--- config.mk ---
export PLATFORM = sky130hd
export DESIGN_NAME = spi_responder
export DESIGN_NICKNAME = d
export VERILOG_FILES = /design/src/rtl/spi_responder.sv
export SDC_FILE = /design/constraint.sdc
export NUM_CORES = 1
export LEC_CHECK = 0
export ABC_AREA = 1
export ABC_CLOCK_PERIOD_IN_PS = 4100
export CORE_MARGIN = 3
export CORE_UTILIZATION = 40
export DETAILED_ROUTE_END_ITERATION = 6
export GPL_TIMING_DRIVEN = 0
export SLEW_MARGIN = 20
export SYNTH_ARGS = -nofsm -noshare
export SYNTH_HDL_FRONTEND = slang
export SYNTH_SLANG_ARGS = --single-unit
--- constraint.sdc ---
create_clock -name clk -period 4.1 [get_ports clk]
set_input_delay 0.41 -clock clk [delete_from_list [all_inputs] [get_ports clk]]
set_output_delay 0.41 -clock clk [all_outputs]
set_load 0.02 [all_outputs]
--- src/rtl/spi_responder.sv ---
`timescale 1ns/1ps
// spi_responder: SPI mode-0 target giving an initiator byte-wide access to a
// register bank. SCLK/NCS/MOSI are oversampled in the clk domain.
// Transaction: command byte, address byte, then data bytes with the address
// auto-incrementing (8-bit wrap).
module spi_responder #(
    parameter logic [7:0] CMD_WRITE = 8'h0A,
    parameter logic [7:0] CMD_READ  = 8'h0B
) (
    input  logic       clk,
    input  logic       rst,
    input  logic       sclk_i,
    input  logic       ncs_i,
    input  logic       mosi_i,
    output logic       miso_o,
    output logic [7:0] reg_addr,
    output logic [7:0] reg_wdata,
    output logic       reg_we,
    output logic       reg_re,
    input  logic [7:0] reg_rdata,
    output logic       busy,
    output logic       cmd_error
);

    typedef enum logic [2:0] {
        IDLE, CMD, ADDR_W, ADDR_R, WDATA, RDATA, IGNORE
    } state_t;

    state_t      state_reg, state_next;

    // [0],[1] form the synchroniser; [2] is the edge-detect history flop.
    logic [2:0]  sclk_sync_reg;
    logic [2:0]  ncs_sync_reg;
    logic [1:0]  mosi_sync_reg;

    logic [2:0]  bit_cnt_reg;
    logic [7:0]  rx_shift_reg;
    logic [7:0]  tx_shift_reg;
    logic        miso_reg;
    logic [7:0]  reg_addr_reg;
    logic [7:0]  reg_wdata_reg;
    logic        reg_we_reg;
    logic        reg_re_reg;
    logic        rd_pend_reg;
    logic        cmd_error_reg;

    logic        sclk_rise, sclk_fall, ncs_rise, ncs_s, mosi_s;
    logic        byte_done;
    logic [7:0]  rx_byte;

    // Bring the SPI pins into the clk domain; idle levels are sclk=0, ncs=1.
    always_ff @(posedge clk or posedge rst) begin
        if (rst) begin
            sclk_sync_reg <= 3'b000;
            ncs_sync_reg  <= 3'b111;
            mosi_sync_reg <= 2'b00;
        end else begin
            sclk_sync_reg <= {sclk_sync_reg[1:0], sclk_i};
            ncs_sync_reg  <= {ncs_sync_reg[1:0], ncs_i};
            mosi_sync_reg <= {mosi_sync_reg[0], mosi_i};
        end
    end

    assign sclk_rise = sclk_sync_reg[1] & ~sclk_sync_reg[2];
    assign sclk_fall = ~sclk_sync_reg[1] & sclk_sync_reg[2];
    assign ncs_rise  = ncs_sync_reg[1] & ~ncs_sync_reg[2];
    assign ncs_s     = ncs_sync_reg[1];
    assign mosi_s    = mosi_sync_reg[1];

    // The byte being completed includes the bit sampled on this very edge.
    assign rx_byte   = {rx_shift_reg[6:0], mosi_s};
    assign byte_done = sclk_rise && (bit_cnt_reg == 3'd7) &&
                       (state_reg != IDLE) && !ncs_rise;

    // Receive shifter and bit counter; a partial byte is dropped on ncs_rise.
    always_ff @(posedge clk or posedge rst) begin
        if (rst) begin
            bit_cnt_reg  <= 3'd0;
            rx_shift_reg <= 8'h00;
        end else if (ncs_rise || state_reg == IDLE) begin
            bit_cnt_reg  <= 3'd0;
        end else if (sclk_rise) begin
            bit_cnt_reg  <= bit_cnt_reg + 3'd1;
            rx_shift_reg <= rx_byte;
        end
    end

    // State register.
    always_ff @(posedge clk or posedge rst) begin
        if (rst) begin
            state_reg <= IDLE;
        end else begin
            state_reg <= state_next;
        end
    end

    // Next-state decode; chip-select release wins over everything.
    always_comb begin
        state_next = state_reg;
        if (ncs_rise) begin
            state_next = IDLE;
        end else begin
            case (state_reg)
                IDLE:   if (!ncs_s) state_next = CMD;
                CMD:    if (byte_done) begin
                            if (rx_byte == CMD_WRITE)     state_next = ADDR_W;
                            else if (rx_byte == CMD_READ) state_next = ADDR_R;
                            else                          state_next = IGNORE;
                        end
                ADDR_W: if (byte_done) state_next = WDATA;
                ADDR_R: if (byte_done) state_next = RDATA;
                default: state_next = state_reg;
            endcase
        end
    end

    // Register-port strobes, address tracking and command error pulse.
    always_ff @(posedge clk or posedge rst) begin
        if (rst) begin
            reg_addr_reg  <= 8'h00;
            reg_wdata_reg <= 8'h00;
            reg_we_reg    <= 1'b0;
            reg_re_reg    <= 1'b0;
            rd_pend_reg   <= 1'b0;
            cmd_error_reg <= 1'b0;
        end else begin
            reg_we_reg    <= 1'b0;
            reg_re_reg    <= 1'b0;
            cmd_error_reg <= 1'b0;
            rd_pend_reg   <= reg_re_reg;
            // Address advances the cycle after a write strobe so the strobe
            // itself sees a stable address.
            if (reg_we_reg) begin
                reg_addr_reg <= reg_addr_reg + 8'd1;
            end
            if (byte_done) begin
                case (state_reg)
                    CMD: begin
                        if (rx_byte != CMD_WRITE && rx_byte != CMD_READ) begin
                            cmd_error_reg <= 1'b1;
                        end
                    end
                    ADDR_W: reg_addr_reg <= rx_byte;
                    ADDR_R: begin
                        reg_addr_reg <= rx_byte;
                        reg_re_reg   <= 1'b1;
                    end
                    WDATA: begin
                        reg_wdata_reg <= rx_byte;
                        reg_we_reg    <= 1'b1;
                    end
                    RDATA: begin
                        reg_addr_reg <= reg_addr_reg + 8'd1;
                        reg_re_reg   <= 1'b1;
                    end
                    default: ;
                endcase
            end
        end
    end

    // Transmit path: load read data one clk after the read strobe, shift on
    // sclk falls while in RDATA, otherwise hold MISO low.
    always_ff @(posedge clk or posedge rst) begin
        if (rst) begin
            tx_shift_reg <= 8'h00;
            miso_reg     <= 1'b0;
        end else begin
            if (rd_pend_reg) begin
                tx_shift_reg <= reg_rdata;
            end else if (sclk_fall && state_reg == RDATA && !ncs_rise) begin
                tx_shift_reg <= {tx_shift_reg[6:0], 1'b0};
            end
            if (ncs_rise || state_reg != RDATA) begin
                miso_reg <= 1'b0;
            end else if (sclk_fall) begin
                miso_reg <= tx_shift_reg[7];
            end
        end
    end

    assign miso_o    = miso_reg;
    assign reg_addr  = reg_addr_reg;
    assign reg_wdata = reg_wdata_reg;
    assign reg_we    = reg_we_reg;
    assign reg_re    = reg_re_reg;
    assign cmd_error = cmd_error_reg;
    assign busy      = (state_reg != IDLE);

endmodule

== After elaboration in Yosys (flattened, before gate mapping) ==
Index checks and enable logic that the tools add are counted.

* Logic and storage cells: 82
* Latch bits: 0
* Input bits: 13
* Memories: 0
* Flip-flop bits (word level): 50
* Memory bits (writable): 0
* Output and inout port bits: 21
* Bits in read-only memories: 0

* Shifts and indexed selects: 0
* Divide/modulo/power cells: 0
* Multipliers: 0
* $add $sub $neg: 2
* Multiplexer cells: 24
* Eq/ne operators: 15
* Magnitude comparators: 0
* Bitwise gates (word level): 7
* Reductions and logical operators: 20

{| class="wikitable"
|+ Operators by type and width
! operator !! count
|-
| two-way mux 8 bit || 4
|-
| two-way mux 3 bit || 9
|-
| == test 8 x 4 -> 1 bit, second input constant || 2
|-
| inequality test 8 x 4 -> 1 bit, second input constant || 2
|-
| one-hot mux 8 bit (2 select lines) || 1
|-
| inequality test 3 bit, second input constant || 5
|-
| one-hot mux 3 bit (4 select lines) || 1
|-
| == test 3 bit, second input constant || 3
|-
| two-way mux 1 bit || 9
|-
| adder 8 x 1 -> 8 bit, second input constant || 1
|-
| == test 3 x 2 -> 1 bit, second input constant || 2
|-
| logical AND 1 bit || 6
|-
| nonzero test 2 bit || 3
|-
| AND reduction 5 bit || 1
|-
| nonzero test 5 bit || 1
|-
| NOT 1 bit || 4
|-
| AND reduction 2 bit || 2
|-
| OR reduction 2 bit || 2
|-
| adder 3 x 1 -> 3 bit, second input constant || 1
|-
| AND 1 bit || 3
|-
| == test 3 x 1 -> 1 bit, second input constant || 1
|-
| logical NOT 3 bit || 1
|-
| nonzero test 3 bit || 1
|-
| logical OR 1 bit || 2
|-
| logical NOT 1 bit || 1
|}

== Longest topological paths before layout ==
Gate-level depths: netlist of run 1.

* Depth in word-level cells: 8
* Mapped depth: 9

== Worst setup path before layout of run 1 ==
No wires, ideal clock.

* Kind: reg2reg
* Start point: register ncs_sync_reg[1]
* End point: register rx_shift_reg[0]
* Path buffers: 1
* Arrival: 1.335 ns
* Data required time: 4.026 ns
* Path slack: 2.691 ns
* Cell stages (with the launch flop): 10
* Setup time: 0.074 ns
* Cells stage by stage: dfstp_2 > inv_2 > nor2_2 > bufinv_8 > nand2_4 > inv_4 > nand2_4 > buf_6 > nand2_2 > o21ai_2

* Longest elaborated chain between the ends: 4

{| class="wikitable"
|+ Ends and longest elaborated chain
! element !! line !! source
|-
| start: declaration || 33 || <nowiki>logic [2:0] ncs_sync_reg;</nowiki>
|-
| start signal: assignment || 59 || <nowiki>ncs_sync_reg <= {ncs_sync_reg[1:0], ncs_i};</nowiki>
|-
| AND 1 bit || 66 || <nowiki>assign ncs_rise = ncs_sync_reg[1] & ~ncs_sync_reg[2];</nowiki>
|-
| logical OR 1 bit || 80 || <nowiki>end else if (ncs_rise || state_reg == IDLE) begin</nowiki>
|-
| NOT 1 bit (no source line) || -- ||
|-
| AND reduction 2 bit (no source line) || -- ||
|-
| end signal: assignment || 84 || <nowiki>rx_shift_reg <= rx_byte;</nowiki>
|-
| end: declaration || 37 || <nowiki>logic [7:0] rx_shift_reg;</nowiki>
|}

Every way passes these cells.
A chain may end at the register's enable or synchronous reset.

== Worst setup path in the final report of run 1 ==
* Start point: register state_reg[2]
* End point: output busy

* Longest elaborated chain between the ends: 1

{| class="wikitable"
|+ Ends and longest elaborated chain
! element !! line !! source
|-
| start: declaration || 29 || <nowiki>state_t state_reg, state_next;</nowiki>
|-
| start signal: assignment || 93 || <nowiki>state_reg <= state_next;</nowiki>
|-
| nonzero test 3 bit || 188 || <nowiki>assign busy = (state_reg != IDLE);</nowiki>
|-
| end: declaration || 21 || <nowiki>output logic busy,</nowiki>
|}

Every way passes these cells.

==> results of run 1 <==
worst max-delay path, cell delays in order, from the launching register on:
cell and delay [ps]:
dfrtp_1 580, inv_2 70, nand2_2 130, clkdlybuf4s50_1 620
routing by layer:
layer	GRT usage (%)	share of wire (%)	vias to the layer above
met5	0	0	-
met1	21.0	51	898
li1	-	-	1037
met2	22.6	44	31
met4	5.04	1.5	0
met3	2.59	3.4	8
synth_stat cells:
| cell | number |
|---|---|
| buf_8 | 1 |
| nand3_4 | 2 |
| nand4_4 | 1 |
| o21ai_1 | 14 |
| inv_4 | 1 |
| nor2_2 | 3 |
| xnor2_1 | 2 |
| nand2_4 | 4 |
| nand3_1 | 23 |
| buf_2 | 2 |
| inv_2 | 10 |
| nand2_2 | 9 |
| nand2_1 | 99 |
| o21ai_2 | 13 |
| dfrtp_1 | 47 |
| inv_1 | 27 |
| o22ai_1 | 1 |
| bufinv_8 | 1 |
| dfstp_2 | 3 |
| xor2_1 | 1 |
| a22oi_1 | 2 |
| buf_6 | 2 |
| o21ai_0 | 8 |
| clkinv_1 | 2 |
| nor3_1 | 1 |
| o21bai_1 | 1 |
| mux2_2 | 1 |
| nor2_1 | 14 |
| nor2_8 | 1 |
| clkbuf_1 | 1 |
| nor2_4 | 2 |
| ha_1 | 3 |
final cells by class:
cell class,instances,area [sq um],share of cell area [%]
repair buffers,34,350,11.3
inverters,41,170,5.48
well taps,75,93.8,3.02
flip-flops and latches,50,1250,40.4
clock buffers,7,86.3,2.78
plain buffers,6,51.3,1.65
multi-input cells,205,1090,35.1
clock inverters,1,8.76,0.282
worst paths after layout:
path / slack [ps] / startpoint / cells after the start / endpoint
max: 1970 / state_reg[2]$_DFFE_PP0P_ / 3 / busy
min: 360 / sclk_sync_reg[0]$_DFF_PP0_ / 0 / sclk_sync_reg[1]$_DFF_PP0_
max reg2reg: 2570 / ncs_sync_reg[1]$_DFF_PP1_ / 9 / rx_shift_reg[6]$_DFFE_PP0P_
min reg2reg: 360 / sclk_sync_reg[0]$_DFF_PP0_ / 0 / sclk_sync_reg[1]$_DFF_PP0_
max in group asynchronous: 3120 / rst / 3 / ncs_sync_reg[1]$_DFF_PP1_
min in group asynchronous: 410 / rst / 2 / cmd_error$_DFF_PP0_
metrics by stage:
stage / area [sq um] / power (uW)
floorplan: 2570 / 989
global placement: 2990 / 1080
detailed placement: 3010 / 1090
CTS: 3110 / 1410
global route: 3110 / 1500
finish: 3110 / 1390
report_power, final:
| group | switching, uW | total (uW) | internal, uW |
|---|---|---|---|
| sequential | 77.8 | 660 | 582 |
| combinational | 267 | 423 | 157 |
| clock | 167 | 307 | 140 |
kinds of logic after synthesis:
group | share of synthesized area (%)
and+or+nand+nor | 29.7
adders and majority gates | 1.46
muxes | 0.439
xor gates and xnor gates | 1.02
AOI/OAI and AO/OA | 9.84
DFF | 48.9
buffers and inverters | 8.63
==> impl_metrics.ini, run 1 <==
[yosys]
synth_area_leader_cell = dfrtp_1
synth_area_leaders = dfrtp_1, nand2_1, nand3_1
ys_warn_count = 0
avgSynthCellArea_sq_um = 8.50
yosysSeqAreaShare_pct = 48.9
yosys.cell_types.count = 32
synth_area_sq_um = 2570
postSynthCellCount = 302
yosysTopAreaCellShare_pct = 45.8
synth_seq_cells = 50
synth_nets = 318

[detailed_routing]
ant_nets = 0
vias_per_cell = 4.71
route.detailed.drc = 0
drt_iter0_markers = 132
wirelength_um = 4930
wire_per_inst_um = 11.8
via_count = 1974
firstDrtPassIters = 4

[clock_network]
cts_resized = 0
cts_tree = built
holdBufCountCts = 0
ctsHtreeMaxLevel = 2
numCtsBuffers = 5
clk_latency_ps = 300
cts_setup_buffers = 0
cts-root-buf = clkbuf_8
clkSlewWorstSetupHoldPaths_ps = 90
cts_buffer_depth = 2
cts_sinks = 50

[place]
gp_congestion = 0.825
portBuffers = 33
hpwl_um = 3560
dp_slack_ps = 2330
dp_cells = 411

[finish]
final_cell_mix = nand2_1, dfrtp_1, clkdlybuf4s50_1, inv_1, nand3_1
instances_no_fill = 419
areaGrowthSynthToFinish_pct = 21.0
fin_util_pct = 51.3
layout_commonest_cell = nand2_1
final_nets = 359
fillCellCount = 581
antenna-diode-count = 0
drive_gt1_share_pct = 18.9

[setup_path]
worstSetupStartpointType = flip-flop
crit_fanout = 7
cp-end-kind = primary output
worstSetupPathType = reg2out
required_ps = 3690
cp.arrival_ps = 1720

[run]
max_cap_viol_count = 0

[sta]
finClkSkew_ps = 5.70
max_slew.worst_pin.slew_ps = 406
finalSetupTns_ps = 0
slew-limit-headroom_pct = 72.9
fmax_ghz = 0.469
finalHoldViolCount = 0
layout_min_cycle_time_ps = 2130
fin_ws_ps = 1970
setup_violations = 0
finalHoldWorstSlack_ps = 355
maxSlewViolCount = 0
rsz0062_at_grt = no
post-route-period-util_pct = 52.0

[global_route]
grt_pass1_vias = 1957
grt_first_pass_wirelength_um = 8780
grt_use_total_pct = 14.8
grt_max_degree = 34
grt_antenna_before_repair = 0
globalRouteOverflowTotal = 0

[floorplan]
die_area_sq_um = 7420
core_area_sq_um = 6060
start_util_pct = 42.4
ios = 34
die_width_um = 86.1
die_h_um = 86.1
num_rows = 28

[power]
leakagePower_uw = 0.00151
power_density_nw_per_um2 = 447
irDropWorstVdd_mv = 0.342

[status]
status = complete, no violations

[worst_hold_path]
hold_path.class = reg2reg
Power figures use the tool's default switching activity.
==> run 2, diff against run 1 <==
--- a/config.mk
+++ b/config.mk
@@ -6,7 +6,7 @@
 export NUM_CORES = 1
 export LEC_CHECK = 0
 export ABC_AREA = 1
-export ABC_CLOCK_PERIOD_IN_PS = 4100
+export ABC_CLOCK_PERIOD_IN_PS = 1900
 export CORE_MARGIN = 3
 export CORE_UTILIZATION = 40
 export DETAILED_ROUTE_END_ITERATION = 6
==> constraint.sdc (replaced) <==
create_clock -name clk -period 1.9 [get_ports clk]
set_input_delay 0.19 -clock clk [delete_from_list [all_inputs] [get_ports clk]]
set_output_delay 0.19 -clock clk [all_outputs]
set_load 0.02 [all_outputs]
==> run 2 against run 1 <==
Against the previous run:
- worst setup slack worse by 1600 ps
- combinational power up 110%
- utilization is 0.062 points higher
- count of clock-buffer cells in the layout unchanged
- global-route usage stayed put
- power is 120% higher
- design area increased by 0.12%
- clock power is 120% higher
- die area unchanged
- critical path type unchanged
- critical endpoint is now reg_addr[3]
==> impl_metrics.ini, run 2 (synthesis results as in run 1) <==
[clock_network]
clkSlewWorstSetupHoldPaths_ps = 90
cts_buffer_depth = 2
ctsHtreeMaxLevel = 2
numCtsBuffers = 5
holdBufCountCts = 0
cts_tree = built
cts-root-buf = clkbuf_8
clk_latency_ps = 310
cts_sinks = 50

[sta]
finalHoldViolCount = 0
finalSetupTns_ps = 0
maxSlewViolCount = 0
layout_min_cycle_time_ps = 1570
finClkSkew_ps = 7.06
setup_violations = 0
slew-limit-headroom_pct = 72.9
rsz0062_at_grt = no
post-route-period-util_pct = 82.4
fmax_ghz = 0.639
max_slew.worst_pin.slew_ps = 406

[floorplan]
ios = 34
core_area_sq_um = 6060
die_width_um = 86.1
start_util_pct = 42.4
die_area_sq_um = 7420
num_rows = 28
die_h_um = 86.1

[finish]
final_cell_mix = nand2_1, dfrtp_1, clkdlybuf4s50_1, inv_1, nand3_1
layout_commonest_cell = nand2_1
seq_area_sq_um = 1260
antenna-diode-count = 0
final_nets = 359
areaGrowthSynthToFinish_pct = 21.1
fin_util_pct = 51.3
fillCellCount = 578
drive_gt1_share_pct = 19.2
multi_input_area_sq_um = 1090
instances_no_fill = 419

[power]
power_density_nw_per_um2 = 964
p_clk_share_pct = 22.1
irDropWorstVdd_mv = 0.722
leakagePower_uw = 0.00151
switchingPower_uw = 1100
pwr-share-seq_pct = 47.5
switching_share_pct = 36.8
pwr-share-comb_pct = 30.3
intPower_uw = 1890
power_uw = 3000

[setup_path]
critPathMaxStageDelay_ps = 630
cp-end-kind = primary output
crit_chain = clkdlybuf4s50_1
worstSetupPathType = reg2out
r2r_end = rx_shift_reg[6]$_DFFE_PP0P_
endpoint = reg_addr[3]
slowest_stage = clkdlybuf4s50_1
cp.depth = 1
worst-path-buf-inv = 1
cp.arrival_ps = 1380
worstSetupStartpointType = flip-flop
crit_family = buffers and inverters
reg2regPathDepth = 9
crit_fanout = 5
reg2reg_slack_ps = 370
crit_start = reg_addr[3]$_DFF_PP0_
r2r_start = ncs_sync_reg[1]$_DFF_PP1_
required_ps = 1710

[global_route]
grt_max_degree = 34
globalRouteOverflowTotal = 0
grt_first_pass_wirelength_um = 8780
grt_pass1_vias = 1957
grt_use_total_pct = 14.8
grt_antenna_before_repair = 0

[detailed_routing]
route.detailed.drc = 0
vias_per_cell = 4.70
ant_nets = 0
wire_per_inst_um = 11.8
drt_iter0_markers = 132
via_count = 1968
wirelength_um = 4930
firstDrtPassIters = 4

[place]
gp_congestion = 0.825
portBuffers = 33
dp_cells = 411
hpwl_um = 3560

[run]
max_cap_viol_count = 0

[worst_hold_path]
hold_path.class = in2async

[status]
status = complete, no violations
[run 2: worst min-delay path by stage]
stage	to	slack, ps	cells past startpoint
floorplan	ncs_sync_reg[0]$_DFF_PP1_	190	0
global route	tx_shift_reg[1]$_DFFE_PP0P_	220	2
detailed placement	sclk_sync_reg[1]$_DFF_PP0_	330	0
finish	cmd_error$_DFF_PP0_	180	2
global placement	sclk_sync_reg[1]$_DFF_PP0_	330	0
CTS	tx_shift_reg[2]$_DFFE_PP0P_	200	2
[run 2: area by class of cell]
| cell class | count | area share, % |
|---|---|---|
| flip-flops and latches | 50 | 40.4 |
| multi-input cells | 205 | 35.1 |
| repair buffers | 34 | 11.3 |
| inverters | 41 | 5.47 |
| well taps | 75 | 3.02 |
| clock buffers | 7 | 2.78 |
| plain buffers | 6 | 1.65 |
| clock inverters | 1 | 0.282 |
[run 2: repair_timing]
action	CTS	global route
pin swaps	0	0
setup buffers	0	0
resized for setup	1	1
endpoints found under the setup margin	1	1
[run 2: through the flow]
stage / setup WS [ps] / hold slack [ps] / cell area [sq um]
floorplan: 491 / 194 / 2570
CTS: 11.0 / 200 / 3110
global placement: -540 / 333 / 2990
detailed placement: 348 / 335 / 3010
finish: 335 / 184 / 3110
global route: 273 / 220 / 3110
[run 2: power groups by stage]
| stage | Clock [uW] | Sequential (uW) | Combinational (uW) |
|---|---|---|---|
| 3_3_place_gp | 0 | 1440 | 901 |
| 3_5_place_dp | 0 | 1440 | 916 |
| 5_1_grt | 725 | 1460 | 1050 |
| 2_1_floorplan | 0 | 1400 | 733 |
| 6_report | 664 | 1420 | 909 |
| 4_1_cts | 688 | 1420 | 925 |
[run 2: layer usage]
layer  part of all wire (%)  wire [um]  global-route usage [%]
met1                     51       2520                    21.0
met2                     44       2150                    22.6
met3                    3.8        186                    2.59
met4                    1.5         74                    5.04
met5                      0          0                       0
